## src/rtl/ram_arb_pkg.sv

```systemverilog
// Shared types and defaults for the two-master RAM arbiter.
package ram_arb_pkg;

    typedef enum logic [1:0] {
        IDLE    = 2'd0,
        SERVE_I = 2'd1,
        SERVE_D = 2'd2
    } state_e;

    typedef enum logic {
        M_I = 1'b0,
        M_D = 1'b1
    } master_e;

    localparam int TIMEOUT_DEF = 63;

endpackage

```

## src/rtl/ram_arb_watchdog.sv

```systemverilog
// Serve-state cycle counter; flags expiry when a transaction has run TIMEOUT cycles.
module ram_arb_watchdog
    import ram_arb_pkg::*;
#(
    parameter int TIMEOUT = TIMEOUT_DEF
) (
    input  logic clk,
    input  logic rst_n,
    input  logic en_i,
    output logic expire_o
);

    logic [7:0] cnt_q, cnt_d;

    // Count while busy, clear whenever idle so each grant starts from zero.
    always_comb begin
        cnt_d = '0;
        if (en_i) cnt_d = cnt_q + 8'd1;
    end

    // Counter register with synchronous reset.
    always_ff @(posedge clk) begin
        if (!rst_n) cnt_q <= '0;
        else        cnt_q <= cnt_d;
    end

    assign expire_o = en_i && (cnt_q == 8'(TIMEOUT));

endmodule

```

## src/rtl/ram_arbiter.sv

```systemverilog
// Two-master (instruction fetch / data) arbiter in front of the RAM driver.
// Alternating priority on contention, registered RAM-side request, combinational
// ack/rdata return to the owner, watchdog-forced error completion.
module ram_arbiter
    import ram_arb_pkg::*;
#(
    parameter int ADDR_W  = 32,
    parameter int DATA_W  = 32,
    parameter int TIMEOUT = TIMEOUT_DEF
) (
    input  logic                clk,
    input  logic                rst_n,
    input  logic                i_stb,
    input  logic [ADDR_W-1:0]   i_addr,
    output logic                i_ack,
    output logic [DATA_W-1:0]   i_rdata,
    input  logic                d_stb,
    input  logic                d_we,
    input  logic [ADDR_W-1:0]   d_addr,
    input  logic [DATA_W-1:0]   d_wdata,
    input  logic [DATA_W/8-1:0] d_sel,
    output logic                d_ack,
    output logic [DATA_W-1:0]   d_rdata,
    output logic                ram_stb,
    output logic                ram_we,
    output logic [ADDR_W-1:0]   ram_addr,
    output logic [DATA_W-1:0]   ram_wdata,
    output logic [DATA_W/8-1:0] ram_sel,
    input  logic                ram_ack,
    input  logic [DATA_W-1:0]   ram_rdata,
    output logic                err,
    output logic                busy
);

    localparam int SEL_W = DATA_W / 8;

    state_e              state_q, state_d;
    master_e             last_q, last_d;
    logic                we_q, we_d;
    logic [ADDR_W-1:0]   addr_q, addr_d;
    logic [DATA_W-1:0]   wdata_q, wdata_d;
    logic [SEL_W-1:0]    sel_q, sel_d;
    logic                expire;

    ram_arb_watchdog #(.TIMEOUT(TIMEOUT)) u_wdog (
        .clk      (clk),
        .rst_n    (rst_n),
        .en_i     (state_q != IDLE),
        .expire_o (expire)
    );

    // Grant, completion and request-latch logic; acks only reach the current owner.
    always_comb begin
        state_d = state_q;
        last_d  = last_q;
        we_d    = we_q;
        addr_d  = addr_q;
        wdata_d = wdata_q;
        sel_d   = sel_q;
        i_ack   = 1'b0;
        d_ack   = 1'b0;
        i_rdata = '0;
        d_rdata = '0;
        err     = 1'b0;
        case (state_q)
            IDLE: begin
                // D wins contention unless it was the last one served.
                if (d_stb && (!i_stb || last_q == M_I)) begin
                    state_d = SERVE_D;
                    last_d  = M_D;
                    we_d    = d_we;
                    addr_d  = d_addr;
                    wdata_d = d_wdata;
                    sel_d   = d_sel;
                end else if (i_stb) begin
                    state_d = SERVE_I;
                    last_d  = M_I;
                    we_d    = 1'b0;
                    addr_d  = i_addr;
                    wdata_d = '0;
                    sel_d   = '1;
                end
            end
            SERVE_I: begin
                if (!i_stb) begin
                    state_d = IDLE;  // abort: any ram_ack this cycle is dropped
                end else if (ram_ack) begin
                    i_ack   = 1'b1;
                    i_rdata = ram_rdata;
                    state_d = IDLE;
                end else if (expire) begin
                    i_ack   = 1'b1;
                    err     = 1'b1;
                    state_d = IDLE;
                end
            end
            SERVE_D: begin
                if (!d_stb) begin
                    state_d = IDLE;
                end else if (ram_ack) begin
                    d_ack   = 1'b1;
                    d_rdata = ram_rdata;
                    state_d = IDLE;
                end else if (expire) begin
                    d_ack   = 1'b1;
                    err     = 1'b1;
                    state_d = IDLE;
                end
            end
            default: state_d = IDLE;
        endcase
    end

    // State, priority history and RAM-side request registers.
    always_ff @(posedge clk) begin
        if (!rst_n) begin
            state_q <= IDLE;
            last_q  <= M_I;
            we_q    <= 1'b0;
            addr_q  <= '0;
            wdata_q <= '0;
            sel_q   <= '0;
        end else begin
            state_q <= state_d;
            last_q  <= last_d;
            we_q    <= we_d;
            addr_q  <= addr_d;
            wdata_q <= wdata_d;
            sel_q   <= sel_d;
        end
    end

    assign busy      = (state_q != IDLE);
    assign ram_stb   = busy;
    assign ram_we    = we_q;
    assign ram_addr  = addr_q;
    assign ram_wdata = wdata_q;
    assign ram_sel   = sel_q;

endmodule
```

## config.mk

```make
export PLATFORM = sky130hd
export DESIGN_NAME = ram_arbiter
export DESIGN_NICKNAME = d
export VERILOG_FILES = /design/src/rtl/ram_arb_pkg.sv /design/src/rtl/ram_arb_watchdog.sv /design/src/rtl/ram_arbiter.sv
export SDC_FILE = /design/constraint.sdc
export NUM_CORES = 1
export LEC_CHECK = 0
export CAP_MARGIN = 20
export CORE_MARGIN = 4
export CORE_UTILIZATION = 30
export DETAILED_ROUTE_END_ITERATION = 8
export PLACE_DENSITY = 0.81
export SLEW_MARGIN = 20
export SYNTH_ARGS = -nofsm -noshare
export SYNTH_HDL_FRONTEND = slang
export SYNTH_SLANG_ARGS = --single-unit
```

## constraint.sdc

```tcl
create_clock -name clk -period 2.05 [get_ports clk]
set_clock_uncertainty 0.2 [all_clocks]
set_input_delay 0.205 -clock clk [delete_from_list [all_inputs] [get_ports clk]]
set_output_delay 0.205 -clock clk [all_outputs]
set_load 0.05 [all_outputs]
```

==> summary.md <==
| Metric | Value |
|---|---|
| Critical path arrival | approximately 1.6 ns |
| Fin nets | approximately 850 |
| GRT Util Overall | between 10% and 20% |
| Mapped cell area | about 3800 µm² |
| Total negative slack | 0 ns |
| Int Pwr | between 3 and 4 mW |
| End of the critical path | err |
| Rel. slew slack | a little under two thirds |
| Vias per Instance | between 4 and 5 |
| Max Cap Viol | 0 |
| Syn Area/Cell | 8.49 µm² |
| Pins Over Slew Limit | 0 |
| Synth Warn # | 0 |
| Vias in the first global route | around 4200 |
| Cts bufs inserted | 9 |
| Area grow syn2layout | 118% |
| Vias after detailed routing | slightly above 4000 |
| Starting Density | around 31% |
| Critical Path RT | 1.64 ns |
| Diodes inserted | 0 |
| Detailed-route wire length | between 10000 and 15000 µm |
| Antenna Violating Nets Remaining | 0 |
| H-tree depth | 3 |
| CP startpoint | state_q[1] |
| CP cell instances | buf_4, ha_2, mux2i_2, nor4b_4, buf_12 |
| Combinational Power Share | between 30% and 40% |
| P_sw | 1.92 mW |
| CP Launch Type | flip-flop |
| Reg2reg start | u_wdog.cnt_q[1] |
| Sequential power share | around 32% |
| Ys flop type | dfxtp_1 |
| Final core occ | about two thirds |
| Power Total | 5.61 mW |
| RSZ-0062 raised after global routing | yes |
| Initial antenna violation count | 0 |
| Number of remaining DRC errors | 0 |
| RR Endpoint | state_q[1] |
| Syn Nets | just under 600 |
| DRT iter0 DRCs | 147 |
| Final Wtd Congestion | just over 0.8 |
| Count of final setup violators | 0 |
| Final Cycle Share | ~100% |
| FMAX | around 0.49 GHz |
| CTS Buffer Depth | 2 |
| Commonest non-fill, non-tap cells in the layout | clkdlybuf4s50_1, buf_12, dfxtp_1 |
| Worst vdd rail ir drop | approximately 430 µV |
| Drt pass-1 iters | 4 |
| Dpl hpwl | 11100 µm |
| Remaining global-route overflow | 0 |
| Slowest stage cell, crit path | dfxtp_2 |
| Worst-path fanout max | 3 |
| Status | completed |
| Largest net degree at the start of global routing | 69 |
| Pwr dens | roughly 680 nW/µm² |
| Worst-Skew Late Latency | roughly 0.32 ns |
| Cell Area, Placed | roughly 7400 µm² |
| Synth Register Bits | 80 |
| Slew @ Worst Pin | between 0.5 and 0.6 ns |
| Layout cell share with drive strength beyond 1 | between 20% and 30% |
| Worst Setup End Kind | primary output |
| CTS tree | done |
| Sequential-to-total area share from yosys stat | between 40% and 50% |
| Register-to-register setup slack | 0.22 ns |
| Fin area | just over 8000 µm² |
| Root Buffer | clkbuf_16 |
| Clock transition at the registers of the reported paths | approximately 0.06 ns |
| Num rows | 40 |
| Leakage | approximately 3 nW |
| Crit-path max cell delay | 0.33 ns |
| Synth async-reset ratio | 0% |
| Routed len/inst | 16.6 µm |
| Cts hold-fix bufs | 0 |
| I/O Buffers | roughly 280 |
| Reg2reg path depth | 5 |
| Clock Sinks | 80 |
| Number of synthesized flops with an enable pin | 0 |
| Die X | around 120 µm |
| Post-Synthesis Cells | approximately 440 |
| First-pass GRT wire length | between 20000 and 25000 µm |
| Hold Crit Class | in -> reg |
| Die Y-Extent | between 100 and 150 µm |
| Core area | between 10000 and 15000 µm² |
| Most common cell after layout, fill and taps aside | clkdlybuf4s50_1 |
| I/O pin cnt | ~280 |
| Clock power share | a little under a third |
| Worst hold slack | between 0.1 and 0.15 ns |
| Min Clock Period, post-route | between 2 and 2.5 ns |
| Final Hold Viols | 0 |
| WS Path Type | reg -> out |
| Sw frac | 34.2% |
| Die area | between 10000 and 15000 µm² |
| Post-synth cell types | 34 |
-- Yosys cell counts, types with 3 or more instances --
library cell	number	area, µm²
a21oi_1	34	170
a22oi_1	23	173
a22oi_2	10	125
buf_2	7	35.0
buf_4	5	37.5
buf_6	5	56.3
clkbuf_1	22	82.6
dfxtp_1	80	1600
ha_1	5	62.6
inv_1	4	15.0
mux2i_1	34	340
nand2_1	44	165
nand3_1	4	20.0
nor2_1	74	278
nor2b_1	33	206
o21ai_0	34	170
o221a_2	4	45.0
xor2_1	3	26.3
-- per-stage QoR --
step | std cells | setup WS, ns
2_1_floorplan | 444 | -0.0971
4_1_cts | 881 | -0.105
6_report | 882 | 0.00460
3_3_place_gp | 862 | 0.122
5_1_grt | 882 | -0.0628
3_5_place_dp | 862 | 0.0226
-- kinds of logic (layout without fill, tap and decap cells) --
group / count (synthesis) / after routing / share of synthesized area (%)
xor gates and xnor gates: 5 / 5 / 1.16
DFF: 80 / 80 / 42.5
muxes: 34 / 34 / 9.03
adders and majority gates: 5 / 5 / 1.66
buffers and inverters: 44 / 314 / 6.41
and+or+nand+nor: 163 / 163 / 19.2
AOI/OAI and AO/OA: 113 / 113 / 20.1
-- worst max-delay path: cells and delay by family, from the launching register on --
family	cells	cell delay, ns
flops	1	0.33
simple gates	1	0.32
buf+inv	2	0.32
fa+ha+maj	1	0.18
mux	1	0.17
-- registers in the layout (all words and copies together), names as in the netlist --
signal        count
ram_addr         32
ram_wdata        32
u_wdog.cnt_q      8
ram_sel           4
state_q           2
last_q            1
ram_we            1
-- routing by layer --
layer	track usage, %	vias to the layer above	share of wire (%)
met5	0	-	0
li1	-	2048	-
met4	5.58	0	2.3
met2	34.6	153	55
met1	20.4	1912	37
met3	6.08	26	6.5
-- how the worst min path moves through the flow --
stage / startpoint / end / cells after the start
floorplan: d_wdata[10] / ram_wdata[10] / 2
global placement: u_wdog.cnt_q[0] / u_wdog.cnt_q[0] / 1
detailed placement: u_wdog.cnt_q[0] / u_wdog.cnt_q[0] / 1
CTS: rst_n / last_q / 2
global route: rst_n / ram_wdata[27] / 2
finish: rst_n / ram_wdata[27] / 2
-- timing repair --
item | in CTS | in global routing
cloned | 0 | 1
setup buffers | 3 | 0
gates resized for setup | 26 | 96
setup endpoints to repair | 6 | 66
pin swaps | 5 | 4
-- final cells by class --
cell class              count  area (µm²)
fillers                   892        3960
repair buffers            294        3710
multi-input cells         320        2330
flip-flops and latches     80        1610
clock buffers              10         239
well taps                 168         210
clock inverters             6        91.3
inverters                   4        15.0
-- power groups by stage --
stage,clock [mW],sequential (mW),combinational [mW]
6_report,1.73,1.80,2.07
4_1_cts,1.79,1.80,2.02
3_3_place_gp,0,1.82,1.95
2_1_floorplan,0,2.34,0.630
3_5_place_dp,0,1.83,1.98
5_1_grt,1.85,1.82,2.19
Note: power is estimated with default switching activity, not from simulation.
